### src/rtl/instr_sequencer.sv
// instr_sequencer: five-phase sequencer and retire unit for the counter-based
// RV64 core. It steps FETCH->DECODE->EXECUTE->MEMORY->WRITEBACK and presents
// the current phase on `vital`, which gates the rest of the datapath. It uses
// the registered ALU results to drive data memory and register writeback, and
// it advances the PC and retired-instruction count when an instruction retires.
//
// Ports:
//   clk, rst           clock, synchronous active-high reset
//   opcode/func3/rd    instruction fields; captured at DECODE
//   imm                sign-extended branch/jal offset in instruction units
//   rs2_data           store data; captured at DECODE
//   alu_out            ALU result (address, arithmetic, jalr target)
//   branch_sel         ALU branch verdict, 3'b111 = not taken
//   jal_output         ALU-computed PC+1 for jal
//   mem_rdata          load data, valid the cycle after mem_re
//   vital              phase code
//   ir_load            latch instruction at pc (FETCH)
//   pc                 current instruction-indexed PC
//   mem_re/mem_we      data memory strobes (MEMORY)
//   mem_addr/mem_wdata data memory address and write data
//   reg_we/reg_waddr/reg_wdata register file write port (WRITEBACK)
//   halted             sequencer parked in HALT
//   instret            retired instruction count
module instr_sequencer #(
  parameter logic [63:0] RESET_PC = 64'd0
) (
  input  logic        clk,
  input  logic        rst,
  input  logic [6:0]  opcode,
  input  logic [2:0]  func3,
  input  logic [4:0]  rd,
  input  logic [63:0] imm,
  input  logic [63:0] rs2_data,
  input  logic [63:0] alu_out,
  input  logic [2:0]  branch_sel,
  input  logic [63:0] jal_output,
  input  logic [63:0] mem_rdata,
  output logic [2:0]  vital,
  output logic        ir_load,
  output logic [63:0] pc,
  output logic        mem_re,
  output logic        mem_we,
  output logic [63:0] mem_addr,
  output logic [63:0] mem_wdata,
  output logic        reg_we,
  output logic [4:0]  reg_waddr,
  output logic [63:0] reg_wdata,
  output logic        halted,
  output logic [63:0] instret
);

  localparam int DATA_W = 64;

  localparam logic [6:0] OP_HALT   = 7'b0000000;
  localparam logic [6:0] OP_LOAD   = 7'b0000011;
  localparam logic [6:0] OP_STORE  = 7'b0100011;
  localparam logic [6:0] OP_ITYPE  = 7'b0010011;
  localparam logic [6:0] OP_RTYPE  = 7'b0110011;
  localparam logic [6:0] OP_JAL    = 7'b1101111;
  localparam logic [6:0] OP_JALR   = 7'b1100111;
  localparam logic [6:0] OP_BRANCH = 7'b1100011;
  localparam logic [2:0] NOT_TAKEN = 3'b111;

  typedef enum logic [2:0] {
    FETCH     = 3'b000,
    DECODE    = 3'b001,
    EXECUTE   = 3'b010,
    MEMORY    = 3'b011,
    WRITEBACK = 3'b100,
    HALT      = 3'b111
  } phase_t;

  phase_t              phase;
  logic [DATA_W-1:0]   pc_r;
  logic [DATA_W-1:0]   instret_r;

  // Instruction fields captured on the DECODE->EXECUTE edge
  logic [6:0]          opcode_p1;
  logic [2:0]          func3_p1;
  logic [4:0]          rd_p1;
  logic signed [DATA_W-1:0] imm_p1;
  logic [DATA_W-1:0]   rs2_p1;

  logic is_load, is_store, is_jal, is_jalr, is_branch, is_alu, writes_rd;

  // Next PC at retire; all arithmetic wraps modulo 2^64.
  function automatic logic [DATA_W-1:0] next_pc(
    input logic [DATA_W-1:0]        cur,
    input logic signed [DATA_W-1:0] offs,
    input logic                     br, jal, jalr,
    input logic [2:0]               verdict,
    input logic [DATA_W-1:0]        target
  );
    logic [DATA_W-1:0] seq;
    logic [DATA_W-1:0] rel;
    seq = cur + DATA_W'(1);
    rel = cur + $unsigned(offs);
    if (jalr)                           return target;
    else if (jal)                       return rel;
    else if (br && verdict != NOT_TAKEN) return rel;
    else                                return seq;
  endfunction

  always_comb begin
    is_load   = (opcode_p1 == OP_LOAD)  && (func3_p1 == 3'b011);
    is_store  = (opcode_p1 == OP_STORE) && (func3_p1 == 3'b011);
    is_jal    = (opcode_p1 == OP_JAL);
    is_jalr   = (opcode_p1 == OP_JALR)  && (func3_p1 == 3'b000);
    is_branch = (opcode_p1 == OP_BRANCH);
    is_alu    = (opcode_p1 == OP_ITYPE) || (opcode_p1 == OP_RTYPE);
    writes_rd = (is_alu || is_load || is_jal || is_jalr) && (rd_p1 != 5'd0);
  end

  // Phase register, PC and retire counter (control, reset)
  always_ff @(posedge clk) begin
    if (rst) begin
      phase     <= FETCH;
      pc_r      <= RESET_PC;
      instret_r <= '0;
    end else begin
      case (phase)
        FETCH:     phase <= DECODE;
        DECODE:    phase <= (opcode == OP_HALT) ? HALT : EXECUTE;
        EXECUTE:   phase <= MEMORY;
        MEMORY:    phase <= WRITEBACK;
        WRITEBACK: begin
          phase     <= FETCH;
          pc_r      <= next_pc(pc_r, imm_p1, is_branch, is_jal, is_jalr,
                               branch_sel, alu_out);
          instret_r <= instret_r + DATA_W'(1);
        end
        HALT:      phase <= HALT;
        default:   phase <= FETCH;
      endcase
    end
  end

  // Field capture (data, not reset; every use is gated by the phase)
  always_ff @(posedge clk) begin
    if (phase == DECODE) begin
      opcode_p1 <= opcode;
      func3_p1  <= func3;
      rd_p1     <= rd;
      imm_p1    <= $signed(imm);
      rs2_p1    <= rs2_data;
    end
  end

  // Moore decode of phase and captured fields
  always_comb begin
    ir_load   = 1'b0;
    mem_re    = 1'b0;
    mem_we    = 1'b0;
    mem_addr  = '0;
    mem_wdata = '0;
    reg_we    = 1'b0;
    reg_waddr = '0;
    reg_wdata = '0;
    case (phase)
      FETCH: ir_load = 1'b1;
      MEMORY: begin
        if (is_load || is_store) mem_addr = alu_out;
        mem_re = is_load;
        if (is_store) begin
          mem_we    = 1'b1;
          mem_wdata = rs2_p1;
        end
      end
      WRITEBACK: begin
        if (writes_rd) begin
          reg_we    = 1'b1;
          reg_waddr = rd_p1;
          if (is_load)      reg_wdata = mem_rdata;
          else if (is_jal)  reg_wdata = jal_output;
          else if (is_jalr) reg_wdata = pc_r + DATA_W'(1);
          else              reg_wdata = alu_out;
        end
      end
      default: ;
    endcase
  end

  assign vital   = phase;
  assign halted  = (phase == HALT);
  assign pc      = pc_r;
  assign instret = instret_r;

endmodule

### config.mk
export PLATFORM = sky130hd
export DESIGN_NAME = instr_sequencer
export DESIGN_NICKNAME = d
export VERILOG_FILES = /design/src/rtl/instr_sequencer.sv
export SDC_FILE = /design/constraint.sdc
export NUM_CORES = 1
export LEC_CHECK = 0
export ABC_CLOCK_PERIOD_IN_PS = 14400
export CELL_PAD_IN_SITES_DETAIL_PLACEMENT = 1
export CELL_PAD_IN_SITES_GLOBAL_PLACEMENT = 2
export CORE_MARGIN = 5
export CORE_UTILIZATION = 26
export DETAILED_ROUTE_END_ITERATION = 12
export GPL_ROUTABILITY_DRIVEN = 1
export PLACE_DENSITY = 0.9
export SKIP_CTS_REPAIR_TIMING = 1
export SYNTH_ARGS = -nofsm -noshare
export SYNTH_HDL_FRONTEND = slang
export SYNTH_SLANG_ARGS = --single-unit
### constraint.sdc
create_clock -name clk -period 14.4 [get_ports clk]
set_input_delay 2.88 -clock clk [delete_from_list [all_inputs] [get_ports clk]]
set_output_delay 2.88 -clock clk [all_outputs]
set_load 0.03 [all_outputs]
==> impl_metrics.py, run 1 <==
metrics = {
    "synth": {
        "yosysUniqueCellTypes": 85,
        "yosysMostFrequentCell": "nor2_1",
        "synthCells": 2253,
        "netlist_area_mm2": 0.0186,
        "ys_seq_area_frac": 0.371,
        "ys_ff_latch": 274,
        "yosys_warnings": 0,
        "count_of_flip_flops_with_a_built_in_enable_after_synthesis": 143,
        "synth_ff_type": "edfxtp_1",
        "async_reset_ff_frac": 0,
        "post_synth_main_area_contributors": "edfxtp_1 (23%), dfxtp_1 (14%), nor2_1 (5.8%)",
        "synth_area_per_cell_um2": 8.27,
        "syn_nets": 2659,
        "synth_top_area_frac": 0.231,
        "post_synth_most_frequent_cells": "nor2_1 (287), nand2_1 (190), a21oi_1 (155)",
        "post-synth-top-area-cell": "edfxtp_1",
    },
    "floorplanning": {
        "pin_count": 673,
        "die_extent_in_x_um": 278,
        "die-area_mm2": 0.0771,
        "std_cell_rows": 98,
        "die_h_um": 278,
        "core_region_area_mm2": 0.0712,
        "floorplan.initialDensity": 0.261,
    },
    "drt": {
        "drt_first_iter_violations": 1125,
        "routed_vias": 20300,
        "drtAntennaViolNets": 0,
        "viasPerCell": 5.31,
        "detail_route.first_pass.iterations": 5,
        "wirelength_mm": 95.3,
        "drt_drc_violations_left": 0,
        "post_drt_wl_per_cell_um": 24.9,
    },
    "grt": {
        "globalRouteTotalUtil": 0.233,
        "largest_net_degree_at_the_start_of_global_routing": 113,
        "number_of_global_route_vias_before_repair": 21700,
        "wire_length_of_the_first_global_routing_pass_mm": 140,
        "grt_remaining_overflow": 0,
        "number_of_antenna_violations_at_the_first_check_in_global_routing": 11,
    },
    "placed_design": {
        "portBuffers": 672,
        "place_congestion": 0.880,
        "detailed_place_hpwl_mm": 73.0,
    },
    "timing": {
        "report.final.setup_viol": 0,
        "rsz0062_at_grt": "false",
        "period_needed_ns": 8.36,
        "setup_tns_ns": 0,
        "max-slew-margin-rel": 0.357,
        "finalMaxSlewViolations": 0,
        "transition_at_the_pin_with_the_smallest_max_transition_slack_ns": 0.962,
        "achievable-frequency_ghz": 0.120,
        "clock_skew_ns": 0.0283,
        "min_period_over_period": 0.580,
        "finalHoldViolCount": 0,
    },
    "critical_path": {
        "cpPeakStageDelay_ns": 0.79,
        "critPathSlowestCell": "o311ai_1",
        "cp_cell_sequence": "clkdlybuf4s50_1 > nor2_1 > o311ai_1 > buf_4 > o21ai_0 > nor2_1 > clkdlybuf4s50_1",
        "critPathMaxFanout": 3,
        "worstPathArrival_ns": 5.48,
        "cp-start-kind": "primary input",
        "crit_required_ns": 11.52,
        "cp-end-kind": "output port",
        "critical_path_class": "primary input to output port",
    },
    "power": {
        "power_per_cell_area_mw_per_mm2": 75.5,
        "power.total_uw": 2070,
        "vdd_drop_max_mv": 0.0744,
        "total_leakage_power_uw": 0.00992,
    },
    "clocking": {
        "clk_root_buf": "clkbuf_16",
        "tritoncts": "done",
        "clock_transition_at_the_registers_of_the_reported_paths_ns": 0.06,
        "clk_path_buf_depth": 3,
        "worst_skew_pair_latency_ns": 0.56,
        "htreeDepth": 2,
        "cts.sink_count": 274,
        "cts_buf_count": 36,
    },
    "layout": {
        "final_layout_size_suffix_gt1_frac": 0.0464,
        "number_of_nets_in_the_layout": 3243,
        "area_growth_pct": 47.3,
    },
    "worst_hold_path": {
        "worstHoldPathType": "flop to flop",
    },
    "status": {
        "status": "completed",
    },
    "flow_run": {
        "cap_viol_max_count": 0,
    },
}
-- per-layer routing --
metal,GRT usage,part of all wire
met3,0.0457,0.055
met2,0.410,0.49
met5,0,0.00037
met4,0.0782,0.036
met1,0.285,0.42
-- path summary, 6_finish.rpt --
path / slack [ns] / to / depth (start not counted) / startpoint
min: 0.51 / instret[63] / 2 / instret[63]
min reg2reg: 0.51 / instret[63] / 2 / instret[63]
max: 6.04 / reg_wdata[19] / 7 / alu_out[19]
max reg2reg: 9.97 / pc[57] / 11 / pc[1]
-- cell usage in the layout (no fill, tap or decap), types with 8 or more instances in the layout --
cell,synthesis,routed
nor4_1,11,10
nand2_1,190,189
dfxtp_1,131,131
and2_1,84,82
o21bai_1,16,16
o31ai_1,9,9
or3_1,25,25
a21o_1,35,35
nand4_1,40,40
edfxtp_1,143,143
ha_1,65,65
o211ai_1,42,42
nor2_1,287,283
clkdlybuf4s50_1,0,671
clkbuf_16,0,37
buf_4,0,26
xnor2_1,69,69
nor3_1,87,85
o21ai_0,125,124
and3_1,101,101
a211oi_1,117,117
a31oi_1,16,16
a221oi_1,10,10
clkinv_2,0,8
and4_1,14,13
a21oi_1,155,155
mux2i_1,12,12
nand3_1,67,67
inv_1,32,32
o21a_1,11,10
xor2_1,85,85
-- final cells by class --
class                   instances  area, µm²
fillers                      8285      43800
multi-input cells            1795      11100
repair buffers                698       6930
flip-flops and latches        274       6920
well taps                     950       1190
clock buffers                  48       1020
clock inverters                18        151
inverters                      32        120
diodes                          7       17.5
-- flip-flops by register name (all words and copies together) (netlist names) --
signal,cells
opcode_p1,7
func3_p1,3
rd_p1,5
imm_p1,64
rs2_p1,64
vital,3
pc,64
instret,64
-- critical path: cells and delay by family --
| family | cells | cell delay [ns] |
|---|---|---|
| buffers and inverters | 3 | 1.51 |
| AOI/OAI and AO/OA | 2 | 0.88 |
| and+or+nand+nor | 2 | 0.21 |
-- power by group --
| group | switching [µW] | total (µW) | internal (µW) |
|---|---|---|---|
| sequential | 19.0 | 887 | 868 |
| combinational | 146 | 277 | 132 |
| clock | 385 | 908 | 522 |
| total | 550 | 2070 | 1520 |
-- logic make-up (layout without fill, tap and decap cells) --
| group | Yosys count | in the layout | synth area share |
|---|---|---|---|
| multiplexers | 13 | 13 | 0.00705 |
| XOR/XNOR | 154 | 154 | 0.0724 |
| flip-flops | 274 | 274 | 0.371 |
| AND/OR/NAND/NOR | 944 | 944 | 0.249 |
| adder cells (fa/ha/maj) | 66 | 66 | 0.0447 |
| buffers and inverters | 184 | 796 | 0.0377 |
| AO/OA/AOI/OAI | 618 | 618 | 0.217 |
| other | 0 | 7 | 0 |
-- metrics by stage --
step                 util  hold slack [ns]  instances  cell area, µm²  worst slack, ns
CTS                 0.385            0.505       3815           27400             5.88
detailed placement  0.368            0.493       3749           26200             5.91
floorplan               -            0.606       2253           18600             1.96
global route        0.385            0.544       3819           27400             5.81
global placement    0.368            0.474       3749           26200             5.89
finish              0.385            0.505       3822           27400             6.04
(Power assumes the default switching activity.)
==> inputs of run 2 (changes only) <==
--- a/config.mk
+++ b/config.mk
@@ -5,7 +5,7 @@
 export SDC_FILE = /design/constraint.sdc
 export NUM_CORES = 1
 export LEC_CHECK = 0
-export ABC_CLOCK_PERIOD_IN_PS = 14400
+export ABC_CLOCK_PERIOD_IN_PS = 8700
 export CELL_PAD_IN_SITES_DETAIL_PLACEMENT = 1
 export CELL_PAD_IN_SITES_GLOBAL_PLACEMENT = 2
 export CORE_MARGIN = 5
==> constraint.sdc (replaced) <==
create_clock -name clk -period 8.7 [get_ports clk]
set_input_delay 1.74 -clock clk [delete_from_list [all_inputs] [get_ports clk]]
set_output_delay 1.74 -clock clk [all_outputs]
set_load 0.03 [all_outputs]
==> run 2 against run 1 <==
Compared with the run above: global-route usage about the same; clock skew is 0.012 ns lower; clock-buffer cell count up 2; core utilization hardly changed; critical path depth is 1 higher; total power is 64% higher; die area unchanged; flip-flop and latch count did not move; sequential power increased by 66%; highest routed layer is now met4.
==> impl_metrics.py, run 2 (same netlist as run 1, synthesis figures left out) <==
metrics = {
    "power": {
        "seq_power_share": 0.432,
        "power.switching_uw": 916,
        "power.combinational.fraction": 0.135,
        "power_per_cell_area_mw_per_mm2": 124,
        "proportion_of_power_drawn_by_the_clock_network": 0.433,
        "power.total_uw": 3410,
        "swShare": 0.269,
        "power_report.internal_total_uw": 2490,
        "total_leakage_power_uw": 0.00990,
        "vdd_drop_max_mv": 0.117,
    },
    "timing": {
        "finalHoldViolCount": 0,
        "clock_skew_ns": 0.0167,
        "max-slew-margin-rel": 0.221,
        "achievable-frequency_ghz": 0.149,
        "period_needed_ns": 6.73,
        "hold_slack_ns": 0.510,
        "finalMaxSlewViolations": 0,
        "setup_tns_ns": 0,
        "report.final.setup_viol": 0,
        "min_period_over_period": 0.773,
        "rsz0062_at_grt": "false",
        "transition_at_the_pin_with_the_smallest_max_transition_slack_ns": 1.16,
    },
    "layout": {
        "final_layout_size_suffix_gt1_frac": 0.0446,
        "layout_commonest_cell": "clkdlybuf4s50_1",
        "area_growth_pct": 47.2,
        "final.fill_count": 8269,
        "number_of_nets_in_the_layout": 3244,
        "final_core_utilization": 0.385,
        "most_used_cells_in_the_layout_excluding_fill_and_tap_cells": "clkdlybuf4s50_1 (671), nor2_1 (283), nand2_1 (189), a21oi_1 (155), edfxtp_1 (143)",
        "design_area_mm2": 0.0274,
    },
    "grt": {
        "number_of_antenna_violations_at_the_first_check_in_global_routing": 8,
        "number_of_global_route_vias_before_repair": 21600,
        "largest_net_degree_at_the_start_of_global_routing": 86,
        "grt_remaining_overflow": 0,
        "wire_length_of_the_first_global_routing_pass_mm": 140,
        "globalRouteTotalUtil": 0.233,
    },
    "clocking": {
        "worst_skew_pair_latency_ns": 0.57,
        "cts.sink_count": 274,
        "clk_root_buf": "clkbuf_16",
        "cts_buf_count": 37,
        "tritoncts": "done",
        "clk_path_buf_depth": 3,
        "clock_transition_at_the_registers_of_the_reported_paths_ns": 0.05,
        "htreeDepth": 2,
    },
    "floorplanning": {
        "die_extent_in_x_um": 278,
        "die_h_um": 278,
        "floorplan.initialDensity": 0.261,
        "die-area_mm2": 0.0771,
        "std_cell_rows": 98,
        "core_region_area_mm2": 0.0712,
        "pin_count": 673,
    },
    "placed_design": {
        "place_congestion": 0.909,
        "portBuffers": 672,
        "placedInstanceArea_mm2": 0.0263,
        "detailed_place_hpwl_mm": 72.8,
    },
    "critical_path": {
        "crit_required_ns": 6.96,
        "reg2reg_depth": 12,
        "worstPathArrival_ns": 4.99,
        "cp-start-kind": "flop",
        "critPathMaxFanout": 82,
        "timing.rr.end": "pc[44]",
        "critPathSlowestCell": "and4_4",
        "cpPeakStageDelay_ns": 0.99,
        "ff2ff_setup_slack_ns": 4.26,
        "crit_top_cell": "nor3_1",
        "cp_cell_sequence": "nor3_1 > and4_4 > a21oi_1 > a31oi_1 > o21ai_4 > buf_4 > nor3_1 > clkdlybuf4s50_1",
        "reg2reg_from": "pc[0]",
        "cp-end-kind": "output port",
        "critical_path_class": "flop to output port",
    },
    "drt": {
        "post_drt_wl_per_cell_um": 25.0,
        "detail_route.first_pass.iterations": 5,
        "drt_first_iter_violations": 1240,
        "wirelength_mm": 95.7,
        "routed_vias": 20500,
        "drtAntennaViolNets": 0,
        "drt_drc_violations_left": 0,
        "viasPerCell": 5.37,
    },
    "worst_hold_path": {
        "holdCritStartpoint": "instret[1]",
        "hold_path_end": "instret[1]",
        "worstHoldPathType": "flop to flop",
        "worstHoldPathCells": 2,
    },
    "flow_run": {
        "cap_viol_max_count": 0,
    },
    "status": {
        "status": "completed",
    },
}
==> run 2: cell types whose count changed in the layout (fill, tap and decap cells not counted), sizes merged <==
cell	before	now
bufinv	1	0
clkbuf	48	50
clkinv	14	16
inv	34	33
==> run 2: metrics by stage <==
| step | std cells | worst slack (ns) |
|---|---|---|
| 5_1_grt | 3821 | 1.71 |
| 6_report | 3824 | 1.97 |
| 3_3_place_gp | 3749 | 2.76 |
| 4_1_cts | 3817 | 1.86 |
| 3_5_place_dp | 3749 | 2.51 |
| 2_1_floorplan | 2253 | 1.52 |
==> run 2: power by group through the flow <==
stage | Clock, µW | Combinational (µW) | Sequential, µW
floorplan | 0 | 187 | 1500
global placement | 0 | 449 | 1490
detailed placement | 0 | 457 | 1500
CTS | 1520 | 461 | 1470
global route | 1570 | 493 | 1470
finish | 1480 | 461 | 1470
==> run 2: worst max path at each step <==
| stage | depth (start not counted) | startpoint | to | slack [ns] |
|---|---|---|---|---|
| after global placement | 8 | opcode_p1[4] | reg_wdata[37] | 2.76 |
| after CTS | 8 | opcode_p1[4] | reg_wdata[31] | 1.86 |
| after detailed placement | 8 | opcode_p1[4] | reg_wdata[31] | 2.51 |
| final | 8 | opcode_p1[4] | reg_wdata[31] | 1.97 |
| after floorplan | 6 | vital[2] | vital[0] | 1.52 |
| after global routing | 8 | opcode_p1[4] | reg_wdata[31] | 1.71 |
==> run 2: layer usage <==
metal  share of wire  vias up  wire [µm]  global-route usage
met5               0        -          0                   0
li1                -     9439          -                   -
met4           0.031        0       2990              0.0753
met2            0.50      701      47700               0.416
met1            0.42    10300      39800               0.286
met3           0.055      146       5220              0.0390
==> run 2: critical path: cells and delay by family (launching register included) <==
family | cells | cell delay, ns
flops | 1 | 0.42
buf+inv | 2 | 1.13
simple gates | 3 | 2.05
compound gates | 3 | 0.70
==> run 2: layout make-up <==
type / instances / area, µm² / share of cell area
repair buffers: 698 / 6940 / 0.253
diodes: 7 / 17.5 / 0.000639
clock inverters: 18 / 120 / 0.00438
clock buffers: 50 / 1030 / 0.0375
multi-input cells: 1795 / 11100 / 0.404
well taps: 950 / 1190 / 0.0433
inverters: 32 / 120 / 0.00438
flip-flops and latches: 274 / 6920 / 0.252
